<file path="src/rtl/pc_ctrl_pkg.sv">
// Shared types and default parameters for the PC fetch controller.
package pc_ctrl_pkg;

    localparam int          PC_W_DEF      = 16;
    localparam int          OFF_W_DEF     = 8;
    localparam logic [15:0] RESET_VEC_DEF = 16'h0000;
    localparam int          MAX_WAIT_DEF  = 15;
    localparam int          DATA_W        = 16;

    typedef enum logic [2:0] {
        ST_IDLE,
        ST_REQ,
        ST_WAIT,
        ST_OUT,
        ST_DRAIN,
        ST_ERR
    } state_t;

endpackage

</file>
<file path="src/rtl/pc_fetch_ctrl_if.sv">
// IMEM request/response bus and downstream instruction handshake.
// Valid/ready: a transfer happens on any rising edge where the source's
// valid (IMEM_REQ / IMEM_VALID / INSTR_VALID) and the sink's accept
// (IMEM_GNT / always / INSTR_READY) are both high; the source holds its
// payload stable until that edge.
interface pc_fetch_ctrl_if #(
    parameter int PC_W = pc_ctrl_pkg::PC_W_DEF
);
    logic                          IMEM_REQ;
    logic [PC_W-1:0]               IMEM_ADDR;
    logic                          IMEM_GNT;
    logic                          IMEM_VALID;
    logic [pc_ctrl_pkg::DATA_W-1:0] IMEM_DATA;
    logic [pc_ctrl_pkg::DATA_W-1:0] INSTR;
    logic                          INSTR_VALID;
    logic                          INSTR_READY;

    modport master (
        output IMEM_REQ, IMEM_ADDR, INSTR, INSTR_VALID,
        input  IMEM_GNT, IMEM_VALID, IMEM_DATA, INSTR_READY
    );

    modport slave (
        input  IMEM_REQ, IMEM_ADDR, INSTR, INSTR_VALID,
        output IMEM_GNT, IMEM_VALID, IMEM_DATA, INSTR_READY
    );
endinterface

</file>
<file path="src/rtl/pc_next_calc.sv">
// Next-PC select: PC+1 for sequential flow, PC+sext(OFFSET) for a branch.
module pc_next_calc
    import pc_ctrl_pkg::*;
#(
    parameter int PC_W  = PC_W_DEF,
    parameter int OFF_W = OFF_W_DEF
) (
    input  logic [PC_W-1:0]  i_pc,
    input  logic [OFF_W-1:0] i_offset,
    input  logic             i_branch,
    output logic [PC_W-1:0]  o_pc_next
);
    logic [PC_W-1:0] w_off_sext;

    assign w_off_sext = {{(PC_W-OFF_W){i_offset[OFF_W-1]}}, i_offset};
    // Both sums wrap naturally at PC_W bits.
    assign o_pc_next  = i_branch ? (i_pc + w_off_sext) : (i_pc + 1'b1);
endmodule

</file>
<file path="src/rtl/pc_fetch_ctrl.sv">
// Program counter and IMEM fetch sequencer with downstream valid/ready output.
// Optional performance counters are enabled by defining PC_FETCH_PERF_EN.
module pc_fetch_ctrl
    import pc_ctrl_pkg::*;
#(
    parameter int              PC_W      = PC_W_DEF,
    parameter int              OFF_W     = OFF_W_DEF,
    parameter logic [PC_W-1:0] RESET_VEC = RESET_VEC_DEF,
    parameter int              MAX_WAIT  = MAX_WAIT_DEF
) (
    input  logic             CLK,
    input  logic             RESET_N,
    input  logic             EN,
    pc_fetch_ctrl_if.master  bus,
    input  logic             BRANCH,
    input  logic [OFF_W-1:0] OFFSET,
    output logic             BRANCH_ACK,
    output logic [PC_W-1:0]  PC,
    output logic             FETCH_ERR,
    output state_t           DBG_STATE
`ifdef PC_FETCH_PERF_EN
    ,
    output logic [15:0]      PERF_INSTR,
    output logic [15:0]      PERF_STALL
`endif
);
    localparam int CNT_W = $clog2(MAX_WAIT + 1);

    state_t              r_state;
    logic [PC_W-1:0]     r_pc;
    logic [DATA_W-1:0]   r_instr;
    logic                r_instr_valid;
    logic                r_imem_req;
    logic                r_branch_ack;
    logic                r_fetch_err;
    logic [CNT_W-1:0]    r_wait_cnt;

    logic                w_branch_ok;
    logic                w_accept;
    logic                w_timeout;
    logic [PC_W-1:0]     w_pc_next;

    assign w_branch_ok = BRANCH && (r_state != ST_IDLE) && (r_state != ST_ERR);
    assign w_accept    = (r_state == ST_OUT) && bus.INSTR_READY && !w_branch_ok;
    assign w_timeout   = (r_wait_cnt == CNT_W'(MAX_WAIT - 1));

    pc_next_calc #(
        .PC_W  (PC_W),
        .OFF_W (OFF_W)
    ) u_next (
        .i_pc      (r_pc),
        .i_offset  (OFFSET),
        .i_branch  (w_branch_ok),
        .o_pc_next (w_pc_next)
    );

    always_ff @(posedge CLK) begin
        if (!RESET_N) begin
            r_state       <= ST_IDLE;
            r_pc          <= RESET_VEC;
            r_instr       <= '0;
            r_instr_valid <= 1'b0;
            r_imem_req    <= 1'b0;
            r_branch_ack  <= 1'b0;
            r_fetch_err   <= 1'b0;
            r_wait_cnt    <= '0;
        end else begin
            r_branch_ack <= w_branch_ok;
            if (w_branch_ok || w_accept) begin
                r_pc <= w_pc_next;
            end
            case (r_state)
                ST_IDLE: begin
                    if (EN) begin
                        r_state    <= ST_REQ;
                        r_imem_req <= 1'b1;
                    end
                end
                ST_REQ: begin
                    if (bus.IMEM_GNT) begin
                        r_imem_req <= 1'b0;
                        r_wait_cnt <= '0;
                        r_state    <= w_branch_ok ? ST_DRAIN : ST_WAIT;
                    end
                end
                ST_WAIT: begin
                    if (w_branch_ok) begin
                        // A response arriving with the branch is already consumed.
                        r_wait_cnt <= '0;
                        if (bus.IMEM_VALID) begin
                            r_state    <= ST_REQ;
                            r_imem_req <= 1'b1;
                        end else begin
                            r_state <= ST_DRAIN;
                        end
                    end else if (bus.IMEM_VALID) begin
                        r_instr       <= bus.IMEM_DATA;
                        r_instr_valid <= 1'b1;
                        r_state       <= ST_OUT;
                    end else if (w_timeout) begin
                        r_state     <= ST_ERR;
                        r_fetch_err <= 1'b1;
                    end else begin
                        r_wait_cnt <= r_wait_cnt + 1'b1;
                    end
                end
                ST_OUT: begin
                    if (w_branch_ok) begin
                        r_instr_valid <= 1'b0;
                        r_state       <= ST_REQ;
                        r_imem_req    <= 1'b1;
                    end else if (bus.INSTR_READY) begin
                        r_instr_valid <= 1'b0;
                        r_state       <= EN ? ST_REQ : ST_IDLE;
                        r_imem_req    <= EN;
                    end
                end
                ST_DRAIN: begin
                    if (bus.IMEM_VALID) begin
                        r_state    <= ST_REQ;
                        r_imem_req <= 1'b1;
                    end else if (w_timeout) begin
                        r_state     <= ST_ERR;
                        r_fetch_err <= 1'b1;
                    end else begin
                        r_wait_cnt <= r_wait_cnt + 1'b1;
                    end
                end
                ST_ERR: begin
                    r_imem_req <= 1'b0;
                end
                default: begin
                    r_state    <= ST_IDLE;
                    r_imem_req <= 1'b0;
                end
            endcase
        end
    end

    assign bus.IMEM_REQ    = r_imem_req;
    assign bus.IMEM_ADDR   = r_pc;
    assign bus.INSTR       = r_instr;
    assign bus.INSTR_VALID = r_instr_valid;
    assign BRANCH_ACK      = r_branch_ack;
    assign PC              = r_pc;
    assign FETCH_ERR       = r_fetch_err;
    assign DBG_STATE       = r_state;

`ifdef PC_FETCH_PERF_EN
    logic [15:0] r_perf_instr;
    logic [15:0] r_perf_stall;
    logic        w_stall;

    assign w_stall = (r_state == ST_WAIT) || ((r_state == ST_OUT) && !bus.INSTR_READY);

    always_ff @(posedge CLK) begin
        if (!RESET_N) begin
            r_perf_instr <= '0;
            r_perf_stall <= '0;
        end else begin
            if (w_accept && (r_perf_instr != 16'hFFFF)) begin
                r_perf_instr <= r_perf_instr + 16'd1;
            end
            if (w_stall && (r_perf_stall != 16'hFFFF)) begin
                r_perf_stall <= r_perf_stall + 16'd1;
            end
        end
    end

    assign PERF_INSTR = r_perf_instr;
    assign PERF_STALL = r_perf_stall;
`else
    // Counters are absent in this build; the core above is unchanged.
`endif
endmodule

</file>
<file path="src/flat_wrapper.sv">
// flat-port wrapper written by rule: the top's interface ports become plain ports
module pc_fetch_ctrl_flat import pc_ctrl_pkg::*;
#(
    parameter int              PC_W      = PC_W_DEF,
    parameter int              OFF_W     = OFF_W_DEF,
    parameter logic [PC_W-1:0] RESET_VEC = RESET_VEC_DEF,
    parameter int              MAX_WAIT  = MAX_WAIT_DEF
)
  (CLK, RESET_N, EN, BRANCH, OFFSET, BRANCH_ACK, PC, FETCH_ERR, DBG_STATE, bus_IMEM_REQ, bus_IMEM_ADDR, bus_INSTR, bus_INSTR_VALID, bus_IMEM_GNT, bus_IMEM_VALID, bus_IMEM_DATA, bus_INSTR_READY);
  pc_fetch_ctrl_if #(.PC_W(PC_W)) bus_i ();
  input  logic CLK;
  input  logic RESET_N;
  input  logic EN;
  input  logic BRANCH;
  input  logic [OFF_W-1:0] OFFSET;
  output logic BRANCH_ACK;
  output logic [PC_W-1:0] PC;
  output logic FETCH_ERR;
  output state_t DBG_STATE;
  output wire logic [$bits(bus_i.IMEM_REQ)-1:0] bus_IMEM_REQ;
  output wire logic [$bits(bus_i.IMEM_ADDR)-1:0] bus_IMEM_ADDR;
  output wire logic [$bits(bus_i.INSTR)-1:0] bus_INSTR;
  output wire logic [$bits(bus_i.INSTR_VALID)-1:0] bus_INSTR_VALID;
  input wire logic [$bits(bus_i.IMEM_GNT)-1:0] bus_IMEM_GNT;
  input wire logic [$bits(bus_i.IMEM_VALID)-1:0] bus_IMEM_VALID;
  input wire logic [$bits(bus_i.IMEM_DATA)-1:0] bus_IMEM_DATA;
  input wire logic [$bits(bus_i.INSTR_READY)-1:0] bus_INSTR_READY;
  assign bus_IMEM_REQ = bus_i.IMEM_REQ;
  assign bus_IMEM_ADDR = bus_i.IMEM_ADDR;
  assign bus_INSTR = bus_i.INSTR;
  assign bus_INSTR_VALID = bus_i.INSTR_VALID;
  assign bus_i.IMEM_GNT = bus_IMEM_GNT;
  assign bus_i.IMEM_VALID = bus_IMEM_VALID;
  assign bus_i.IMEM_DATA = bus_IMEM_DATA;
  assign bus_i.INSTR_READY = bus_INSTR_READY;
  pc_fetch_ctrl #(.PC_W(PC_W), .OFF_W(OFF_W), .RESET_VEC(RESET_VEC), .MAX_WAIT(MAX_WAIT)) u_core (.CLK(CLK), .RESET_N(RESET_N), .EN(EN), .bus(bus_i), .BRANCH(BRANCH), .OFFSET(OFFSET), .BRANCH_ACK(BRANCH_ACK), .PC(PC), .FETCH_ERR(FETCH_ERR), .DBG_STATE(DBG_STATE));
endmodule
</file>
<file path="config.mk">
export PLATFORM = sky130hd
export DESIGN_NAME = pc_fetch_ctrl_flat
export DESIGN_NICKNAME = d
export VERILOG_FILES = /design/src/rtl/pc_ctrl_pkg.sv /design/src/rtl/pc_fetch_ctrl_if.sv /design/src/rtl/pc_next_calc.sv /design/src/rtl/pc_fetch_ctrl.sv /design/src/flat_wrapper.sv
export SDC_FILE = /design/constraint.sdc
export NUM_CORES = 1
export LEC_CHECK = 0
export CAP_MARGIN = 20
export CORE_MARGIN = 2
export CORE_UTILIZATION = 30
export DETAILED_ROUTE_END_ITERATION = 8
export SYNTH_ARGS = -nofsm -noshare
export SYNTH_HDL_FRONTEND = slang
export SYNTH_SLANG_ARGS = --single-unit
</file>
<file path="constraint.sdc">
create_clock -name CLK -period 3.9 [get_ports CLK]
set_input_delay 0.78 -clock CLK [delete_from_list [all_inputs] [get_ports CLK]]
set_output_delay 0.78 -clock CLK [all_outputs]
set_load 0.1 [all_outputs]
</file>
==> flow_summary.toml, run 1 <==
[run_status]
status = "finished, final reports clean"

[logic_synthesis]
ys_ff_latch = 43
syn-num-nets = 360
synth_top_cell_by_area = "dfxtp_1"
syn-cell-area_mm2 = 0.00252
yosysSeqAreaShare_pct = 34.2
yosysTopAreaCellShare_pct = 34.2
ys_types = 50
netlist_instances = 319
synth_area_leaders = "dfxtp_1 34%, a21oi_1 7.6%, nand2_1 7.0%, buf_4 5.1%, ha_1 4.5%"
synth.avg_cell_area_um2 = 7.89
yosys_warnings = 0

[placed_design]
place_area_mm2 = 0.00336
place_hpwl_mm = 4.68
dp.cells = 485
post-place-ws_ns = 0.249
portBuffers = 85
gp_congestion = 0.828

[drt]
wl_per_cell_um = 12.9
viasPerCell = 4.86
vias = 2394
drcViolationCount = 0
antenna_left = 0
drt_iter0_drc = 59
drt-total-wl_mm = 6.36
drt_pass1_iterations = 6

[floorplan]
die_h_um = 95.6
start_util_pct = 30.8
dieArea_mm2 = 0.00914
die_w_um = 95.6
core_mm2 = 0.00818
placementRows = 33
num_io_pins = 86

[sta]
worstMarginPinSlew_ns = 1.01
finClkSkew_ns = 0.0108
finalSetupTns_ns = 0
slew_headroom_pct = 32.6
fmax_mhz = 298
fin_ws_ns = 0.549
finalCritPeriodShare_pct = 85.9
fin_crit_ns = 3.35
finalSetupViolations = 0
hold_viol_final = 0
rsz0062_at_grt = "no"
finalMaxSlewViolations = 0

[final_layout]
layout_commonest_cell = "clkdlybuf4s50_1"
final_cell_mix = "83 x clkdlybuf4s50_1, 47 x nand2_1, 43 x dfxtp_1, 38 x a21oi_1, 27 x nor2_1"
fin_cells = 493
final_layout_size_suffix_gt1_share_pct = 6.19
fillers = 857
n_antenna_cell = 0
area_growth_syn_to_layout_pct = 36.8
final_area_mm2 = 0.00344
nNetsFinal = 428

[clock_network]
clock-root-buffer = "clkbuf_8"
ctsResizeCount = 0
hold_buffers = 0
cts_max_level = 2
cts_buffer_depth = 2
clk_pin_slew_ns = 0.08
clock-sinks = 43
clkLatencyLatePin_ns = 0.30
cts_buffers = 5
cts_setup_buffers = 0
cts_tree = "built"

[pwr]
power.internal_mw = 0.805
combPwrFrac_pct = 47.9
p_per_area_mw_per_mm2 = 439
pwr-share-seq_pct = 33.2
p_sw_mw = 0.706
peakVddDrop_v = 0.000155
p_leak_nw = 1.27
pwr-share-clk_pct = 18.9
netSwitchingFraction_pct = 46.7
report.power.total_mw = 1.51

[flow_run]
maxCapViolCount = 0

[worst_setup_path]
cp_max_fo = 9
cp-endpoint = "u_core.PC[12]$_SDFFE_PN0P_"
r2r_slack_ns = 0.81
worst_r2r_path_depth = 11
critPathRequiredTime_ns = 4.14
cp-startpoint = "BRANCH"
timing.rr.start = "u_core.DBG_STATE[2]$_SDFFE_PN0P_"
worstSetupEndpointType = "flop"
r2r_end = "u_core.PC[12]$_SDFFE_PN0P_"
cp_data_arrival_time_ns = 3.59
path_class = "primary input to flop"
setup.worst_path.start_class = "primary input"

[global_route]
overflow = 0
grt_pass1_vias = 2192
grt_max_degree = 25
antenna_found_initial = 0
grt_pass1_wl_mm = 10.3
track_usage_pct = 14.2

[hold_path]
hold_class = "flop to flop"
hp-start = "u_core.bus.INSTR[8]$_SDFFE_PN0P_"
## metal layers
layer | up-vias | wire length, µm | GRT usage (%)
li1 | 1234 | - | -
met1 | 1088 | 2980 | 18.9
met2 | 65 | 2850 | 22.6
met3 | 7 | 467 | 4.27
met4 | 0 | 63 | 3.57
met5 | - | 0 | 0
## synthesized netlist by cell type (all sizes together)
| cell type | number |
|---|---|
| xor2 | 4 |
| mux2i | 7 |
| and2 | 11 |
| o2111ai | 1 |
| a211o | 1 |
| nor2 | 27 |
| a21oi | 38 |
| dlygate4sd1 | 1 |
| nand4 | 2 |
| o21a | 7 |
| nor2b | 3 |
| and3b | 1 |
| a211oi | 7 |
| a311oi | 1 |
| a31oi | 3 |
| nand3b | 2 |
| o31ai | 2 |
| nor4 | 1 |
| a22o | 1 |
| clkbuf | 9 |
| xnor2 | 3 |
| nand3 | 6 |
| nor3b | 2 |
| o22ai | 1 |
| and4b | 1 |
| dfxtp | 43 |
| fa | 1 |
| ha | 9 |
| nor3 | 8 |
| o31a | 1 |
| a221o | 1 |
| o221a | 1 |
| nand2b | 7 |
| a22oi | 2 |
| o21ai | 19 |
| o32ai | 1 |
| nand2 | 47 |
| and4bb | 1 |
| nand4b | 1 |
| a21o | 2 |
| a21boi | 1 |
| or3 | 5 |
| inv | 6 |
| buf | 21 |
## power by group through the flow
| stage | clock network (mW) | logic (mW) | registers (mW) |
|---|---|---|---|
| 4_1_cts | 0.300 | 0.727 | 0.503 |
| 5_1_grt | 0.315 | 0.771 | 0.508 |
| 3_5_place_dp | 0 | 0.725 | 0.513 |
| 3_3_place_gp | 0 | 0.722 | 0.512 |
| 6_report | 0.285 | 0.725 | 0.502 |
| 2_1_floorplan | 0 | 0.370 | 0.713 |
## area by class of cell
class	instances	area (µm²)	area share (%)
Inverter	6	22.5	0.654
Timing Repair Buffer	92	898	26.1
Tap cell	105	131	3.82
Sequential cell	43	861	25.0
Clock inverter	2	12.5	0.363
Multi-Input combinational cell	239	1450	42.0
Clock buffer	6	72.6	2.11
## sequential cells by signal (all words and copies together), names as in the netlist
register	flops
u_core.BRANCH_ACK	1
u_core.DBG_STATE	3
u_core.FETCH_ERR	1
u_core.PC	16
u_core.bus.IMEM_REQ	1
u_core.bus.INSTR	16
u_core.bus.INSTR_VALID	1
u_core.r_wait_cnt	4
## worst min path at each step
stage	to	slack [ns]	cells past startpoint
after floorplan	u_core.r_wait_cnt[1]$_SDFFE_PN0P_	0.51	2
after global placement	u_core.bus.INSTR[8]$_SDFFE_PN0P_	0.44	2
after detailed placement	u_core.bus.INSTR[15]$_SDFFE_PN0P_	0.45	2
after CTS	u_core.bus.INSTR[10]$_SDFFE_PN0P_	0.46	2
after global routing	u_core.bus.INSTR[2]$_SDFFE_PN0P_	0.47	2
final	u_core.bus.INSTR[8]$_SDFFE_PN0P_	0.46	2
## cells by family after synthesis
kind of cell	Yosys count	share of synthesized area (%)
simple gates	125	24.1
flops	43	34.2
xor+xnor	7	2.44
compound gates	90	22.8
fa+ha+maj	10	5.27
mux	7	2.78
buf+inv	37	8.40
## critical path: stages
cell	delay, ns
clkdlybuf4s50_1	0.49
o21a_1	0.29
nand2b_1	0.09
ha_1	0.23
fa_1	0.43
a211oi_1	0.23
nor2_1	0.12
o22ai_2	0.32
mux2i_1	0.13
or3_1	0.32
a21oi_1	0.14
## stage by stage
| stage | util, % | hold WS, ns |
|---|---|---|
| 2_1_floorplan | - | 0.506 |
| 3_3_place_gp | 41.1 | 0.441 |
| 3_5_place_dp | 41.1 | 0.450 |
| 4_1_cts | 42.1 | 0.460 |
| 5_1_grt | 42.1 | 0.475 |
| 6_report | 42.1 | 0.456 |
Note: power is estimated with default switching activity, not from simulation.
==> inputs of run 2 (changes only) <==
SLEW_MARGIN = 20   (was default)
==> results of run 2 <==
The final DEF is identical to that of run 1; final timing and power are the same.
